$ cat config.mk
export PLATFORM = sky130hd
export DESIGN_NAME = store_merge_unit
export DESIGN_NICKNAME = d
export VERILOG_FILES = /design/src/rtl/store_merge_unit.sv
export SDC_FILE = /design/constraint.sdc
export NUM_CORES = 1
export LEC_CHECK = 0
export CORE_ASPECT_RATIO = 0.75
export CORE_MARGIN = 5
export CORE_UTILIZATION = 49
export DETAILED_ROUTE_END_ITERATION = 8
export PLACE_DENSITY_LB_ADDON = 0.3
export SLEW_MARGIN = 40
export SYNTH_ARGS = -nofsm -noshare
export SYNTH_HDL_FRONTEND = slang
export SYNTH_SLANG_ARGS = --single-unit
$ cat constraint.sdc
create_clock -name clk -period 2.7 [get_ports clk]
set_input_delay 0.54 -clock clk [delete_from_list [all_inputs] [get_ports clk]]
set_output_delay 0.54 -clock clk [all_outputs]
set_load 0.005 [all_outputs]
$ cat src/rtl/store_merge_unit.sv
// Store path between the control FSM and the 64-bit data memory.
// Read-modify-write for sb/sh/sw, direct write for sd, rejects bad stores.
module store_merge_unit (
    input  logic        clk,
    input  logic        reset,
    input  logic        start,
    input  logic [2:0]  funct3,
    input  logic [63:0] addr,
    input  logic [63:0] store_data,
    input  logic [63:0] mem_rdata,
    output logic [63:0] mem_addr,
    output logic [63:0] mem_wdata,
    output logic        mem_write,
    output logic        busy,
    output logic        done,
    output logic        err
);

    typedef enum logic [2:0] {
        S_IDLE,
        S_READ,
        S_WAIT,
        S_WRITE,
        S_DONE,
        S_ERR
    } state_t;

    state_t      state;
    state_t      state_d;
    logic [63:0] addr_q;
    logic [63:0] data_q;
    logic [63:0] buf_q;
    logic [2:0]  f3_q;

    logic        illegal;
    logic        misalign;
    logic        bad;
    logic        is_sd;

    logic [7:0]  size_en;
    logic [7:0]  byte_en;
    logic [63:0] byte_mask;
    logic [63:0] shifted;
    logic [63:0] merged;

    // Request checks run on the live inputs so the IDLE decision is one edge.
    always_comb begin
        illegal  = funct3[2];
        misalign = 1'b0;
        case (funct3[1:0])
            2'b00:   misalign = 1'b0;
            2'b01:   misalign = addr[0];
            2'b10:   misalign = |addr[1:0];
            default: misalign = |addr[2:0];
        endcase
        bad   = illegal | misalign;
        is_sd = (funct3[1:0] == 2'b11);
    end

    always_comb begin
        state_d = state;
        case (state)
            S_IDLE: begin
                if (start) begin
                    if (bad)
                        state_d = S_ERR;
                    else if (is_sd)
                        state_d = S_WRITE;
                    else
                        state_d = S_READ;
                end
            end
            S_READ:  state_d = S_WAIT;
            S_WAIT:  state_d = S_WRITE;
            S_WRITE: state_d = S_DONE;
            S_DONE:  state_d = S_IDLE;
            S_ERR:   state_d = S_IDLE;
            default: state_d = S_IDLE;
        endcase
    end

    // Little-endian byte lanes; sd enables all eight so buf_q is don't-care.
    always_comb begin
        size_en = 8'h00;
        if (!f3_q[2]) begin
            case (f3_q[1:0])
                2'b00:   size_en = 8'h01;
                2'b01:   size_en = 8'h03;
                2'b10:   size_en = 8'h0F;
                default: size_en = 8'hFF;
            endcase
        end
        byte_en = size_en << addr_q[2:0];
        for (int i = 0; i < 8; i++) begin
            byte_mask[8*i +: 8] = {8{byte_en[i]}};
        end
        shifted = data_q << {addr_q[2:0], 3'b000};
        merged  = (buf_q & ~byte_mask) | (shifted & byte_mask);
    end

    assign mem_wdata = (state == S_WRITE) ? merged : 64'd0;

    // Control outputs are registered from the next state, so none of them
    // has a combinational path from start.
    always_ff @(posedge clk) begin
        if (reset) begin
            state     <= S_IDLE;
            addr_q    <= 64'd0;
            data_q    <= 64'd0;
            buf_q     <= 64'd0;
            f3_q      <= 3'd0;
            mem_addr  <= 64'd0;
            mem_write <= 1'b0;
            busy      <= 1'b0;
            done      <= 1'b0;
            err       <= 1'b0;
        end else begin
            state     <= state_d;
            busy      <= (state_d != S_IDLE);
            mem_write <= (state_d == S_WRITE);
            done      <= (state_d == S_DONE);
            err       <= (state_d == S_ERR);

            if (state == S_IDLE && start) begin
                addr_q <= addr;
                f3_q   <= funct3;
                data_q <= store_data;
            end

            if (state == S_WAIT)
                buf_q <= mem_rdata;

            if (state_d == S_IDLE)
                mem_addr <= 64'd0;
            else if (state == S_IDLE)
                mem_addr <= {addr[63:3], 3'b000};
            else
                mem_addr <= {addr_q[63:3], 3'b000};
        end
    end

endmodule

* After elaboration in Yosys (flattened, before gate mapping)
Cells that the tools add are included.
Storage, ports and cells: bits in registers 266, input port bits 198, output and inout port bits 132, word-level logic and storage cells 46
Cells by class: eq/ne operators 11, shifts and indexed selects 2, mux-type cells 9, bitwise gates (word level) 5, reductions and logical operators 9
Operators with widths (count):
- 64-bit AND | 2
- 64-bit 2-to-1 mux | 2
- 64-bit NOT | 1
- 64-bit OR | 1
- 64-bit by 6-bit << shifter with 64-bit output | 1
- 8-bit one-hot mux with 3 select lines | 1
- 3-bit one-hot mux with 4 select lines | 1
- 3-bit by 2-bit equality test with 1-bit output (second input constant) | 3
- 8-bit 2-to-1 mux | 1
- 8-bit by 3-bit << shifter with 8-bit output | 1
- 2-bit equality test (second input constant) | 3
- 3-bit equality test (second input constant) | 2
- 3-bit zero test | 2
- 3-bit 2-to-1 mux | 2
- 2-bit by 1-bit equality test with 1-bit output (second input constant) | 2
- 2-bit zero test | 2
- 2-bit OR reduction | 2
- 3-bit by 1-bit equality test with 1-bit output (second input constant) | 1
- 1-bit one-hot mux with 3 select lines | 1
- 3-bit nonzero test | 1
- 3-bit OR reduction | 1
- 2-bit 2-to-1 mux | 1
- 1-bit logical AND | 1
- 1-bit OR | 1

* Depth between registers and ports, before layout
word-level depth 8, gate-level depth with buffers 9, mapped depth without buffers 4

* Worst setup path before layout
OpenSTA, ideal clock, no wires.
path type register to output, from reg addr_q[0], to out mem_wdata[40], arrival time 1575 ps, data required time 2160 ps, slack 585 ps, cell stages (with the launch flop) 7, buffers on the path 3, path through dfxtp_1 -> buf_2 -> buf_2 -> buf_2 -> mux2_2 -> a22oi_1 -> a21oi_1
On the way: cells in the longest elaborated chain, start to end 5, elaborated cells on any way between the ends 7, classes of those cells shift (2); mux (1); bitwise (4)
Ends and longest elaborated chain:
- start, declared | RTL line 30 | logic [63:0] addr_q;
- start signal, assigned | RTL line 125 | addr_q <= addr;
- branches (longest 3 deep; another with 64-bit by 6-bit << shifter with 64-bit output)
- 64-bit OR (*) | RTL line 98 | merged = (buf_q & ~byte_mask) | (shifted & byte_mask);
- 64-bit 2-to-1 mux (*) | RTL line 101 | assign mem_wdata = (state == S_WRITE) ? merged : 64'd0;
- end, declared | RTL line 12 | output logic [63:0] mem_wdata,
Every way passes the cells marked *.

* Worst setup path in the final report
from reg addr_q[0], to out mem_wdata[53]
Same word-level chain as after synthesis.

==> results.cfg <==
[finish]
drive_gt1_share_pct = 27.4
fin_nets = 2035
area_growth_pct = 52.1

[clock_tree]
cts-root-buf = clkbuf_16
cts_max_path_buffers = 3
cts_tree = done
clk_latency_ns = 0.54
ctsHoldBuffers = 0
cts_buffers = 27
htreeDepth = 1
cts.clk_slew.worst_paths_ns = 0.06
cts_sinks = 263

[placed_design]
place_ws_ns = -0.222
place_congestion = 0.967
dpl.hpwl_um = 30800
io_buffers = 326

[detailed_routing]
drt_wl_total_um = 47100
via_per_inst = 5.79
vias = 12738
drt_iter0_markers = 1295
drc = 0
postRouteAntennaNets = 0
drt_first_pass_iters = 6
wire_per_inst_um = 21.4

[sta]
period_share_pct = 108
setup_viol = 59
setup_ws_ns = -0.214
finClkSkew_ns = 0.0139
slew_violations = 0
rsz0062_at_grt = yes
fmax_ghz = 0.343
worst_pin_slew_ns = 0.849
final.min_clock_period_ns = 2.91
whs_ns = 0.287
hold_viol = 0
relSlewSlack_pct = 43.4

[min_path]
hp-class = input port to register
min_path_cells = 2

[synthesis]
synth.avg_cell_area_um2 = 8.50
synthArstFlopShare_pct = 0
synth_cells = 1441
ys.flop_type = dfxtp_1
yosysSeqAreaShare_pct = 43.0
ys_ff_latch = 263
synth-edff-count = 0
synth_cell_type_count = 50
yosys_warnings = 0
syn_area_um2 = 12300
synthTopCellsByArea = dfxtp_1, nand2_1, a21oi_1
synth_area_leader_cell = dfxtp_1
yosysMostFrequentCell = nand2_1
synth_commonest_cells = nand2_1, dfxtp_1, a21oi_1
synth_top_area_share_pct = 43.0

[run]
max_cap_violations = 0

[setup_path]
reg2regPathDepth = 5
cp.arrival_ns = 2.37
required_ns = 2.16
path_max_fanout = 8
crit_path_end_kind = primary output
startpoint_type = register
crit_type = register to primary output

[pwr]
p_per_area_nw_per_um2 = 628
power_leakage_uw = 0.00718
vdd_ir_drop_max_uv = 650

[floorplan]
die_w_um = 193
dieHeight_um = 147
num_rows = 50
io-pin-count = 330
core_area_um2 = 24800
start_util_pct = 49.5
die_area_um2 = 28300

[global_route]
overflow = 0
grt_usage_pct = 30.4
grt_start_max_net_pins = 109
grt_antenna_before_repair = 5
grt_first_pass_wirelength_um = 69200
grt_pass1_vias = 12173

[status]
status = complete, but fails checks
violations = negative setup slack
==> where the power goes <==
group | internal (uW) | switching (uW)
sequential | 4200 | 272
clock | 2620 | 1650
combinational | 1500 | 1460
==> sequential cells by signal, summed over array words and instances (netlist names) <==
signal	cells
addr_q	64
buf_q	64
data_q	64
mem_addr	61
f3_q	3
state	3
busy	1
done	1
err	1
mem_write	1
==> logic make-up after synthesis <==
kind of cell	Yosys count	share of synthesized area, %
other	1	0.0306
buffers and inverters	138	5.57
DFF	263	43.0
AOI/OAI and AO/OA	407	21.0
muxes	149	14.7
and+or+nand+nor	483	15.8
==> routing by layer <==
metal	vias up	track usage [%]	wire length, um
met3	142	8.03	5080
met4	2	9.09	1840
met1	6061	43.0	19400
li1	5763	-	-
met2	770	45.7	20800
met5	-	0	11
==> layout by cell type (no fill, tap or decap), types with 8 or more instances in the layout <==
cell / netlist / routed
o22a_1: 8 / 8
a21oi_2: 59 / 76
a22oi_2: 0 / 8
a21oi_1: 244 / 223
a21o_1: 9 / 9
o21ai_2: 0 / 8
buf_4: 12 / 92
clkdlybuf4s50_1: 0 / 261
nand2_1: 411 / 402
nor2_1: 41 / 37
a211oi_2: 9 / 8
mux4_2: 24 / 24
clkbuf_16: 0 / 29
buf_6: 7 / 46
dfxtp_1: 263 / 255
o21ai_0: 22 / 10
mux2i_2: 0 / 11
mux2i_1: 117 / 103
nand2_2: 0 / 9
buf_12: 0 / 22
buf_2: 53 / 54
==> critical path, stage by stage (launching register included) <==
cell and delay, ns:
dfxtp_4 0.37, buf_12 0.15, buf_12 0.12, buf_12 0.11, mux4_2 0.50, nor2_2 0.19
a21o_1 0.15, a21oi_1 0.08, buf_2 0.14
==> final timing paths <==
path	start	end	slack, ns
worst max-delay path	addr_q[0]	mem_wdata[53]	-0.21
worst min-delay path	reset	addr_q[54]	0.29
worst max register to register	state[2]	buf_q[63]	0.62
worst min register to register	addr_q[31]	addr_q[31]	0.45
==> final cells by class <==
class                      instances  area, um2
clock buffer                      31        731
multi-input combinational       1043       7050
inverter                           6       26.3
tap                              338        423
clock inverter                    19        290
timing repair buffer             496       4820
sequential                       263       5290
fill                            1716       6140
antenna                            4       10.0
==> repair_timing <==
action                                  4_1_cts  5_1_grt
endpoints found under the setup margin       64       62
endpoints found under the hold margin         0        0
pin swaps                                    42       48
buffers inserted                             52       39
gates cloned                                  5        2
resized for setup                           350      125
==> per-stage QoR <==
step	std cells	TNS (ns)	total power [uW]	cell area [um2]	util (%)
floorplan	1443	0	5830	12300	-
global placement	2054	-0.551	6860	16100	64.9
detailed placement	2054	-1.15	6900	16100	64.9
CTS	2161	-4.58	11500	18000	72.8
global route	2200	-9.00	12100	18600	75.2
finish	2200	-6.10	11700	18600	75.2
(Power assumes the default switching activity.)
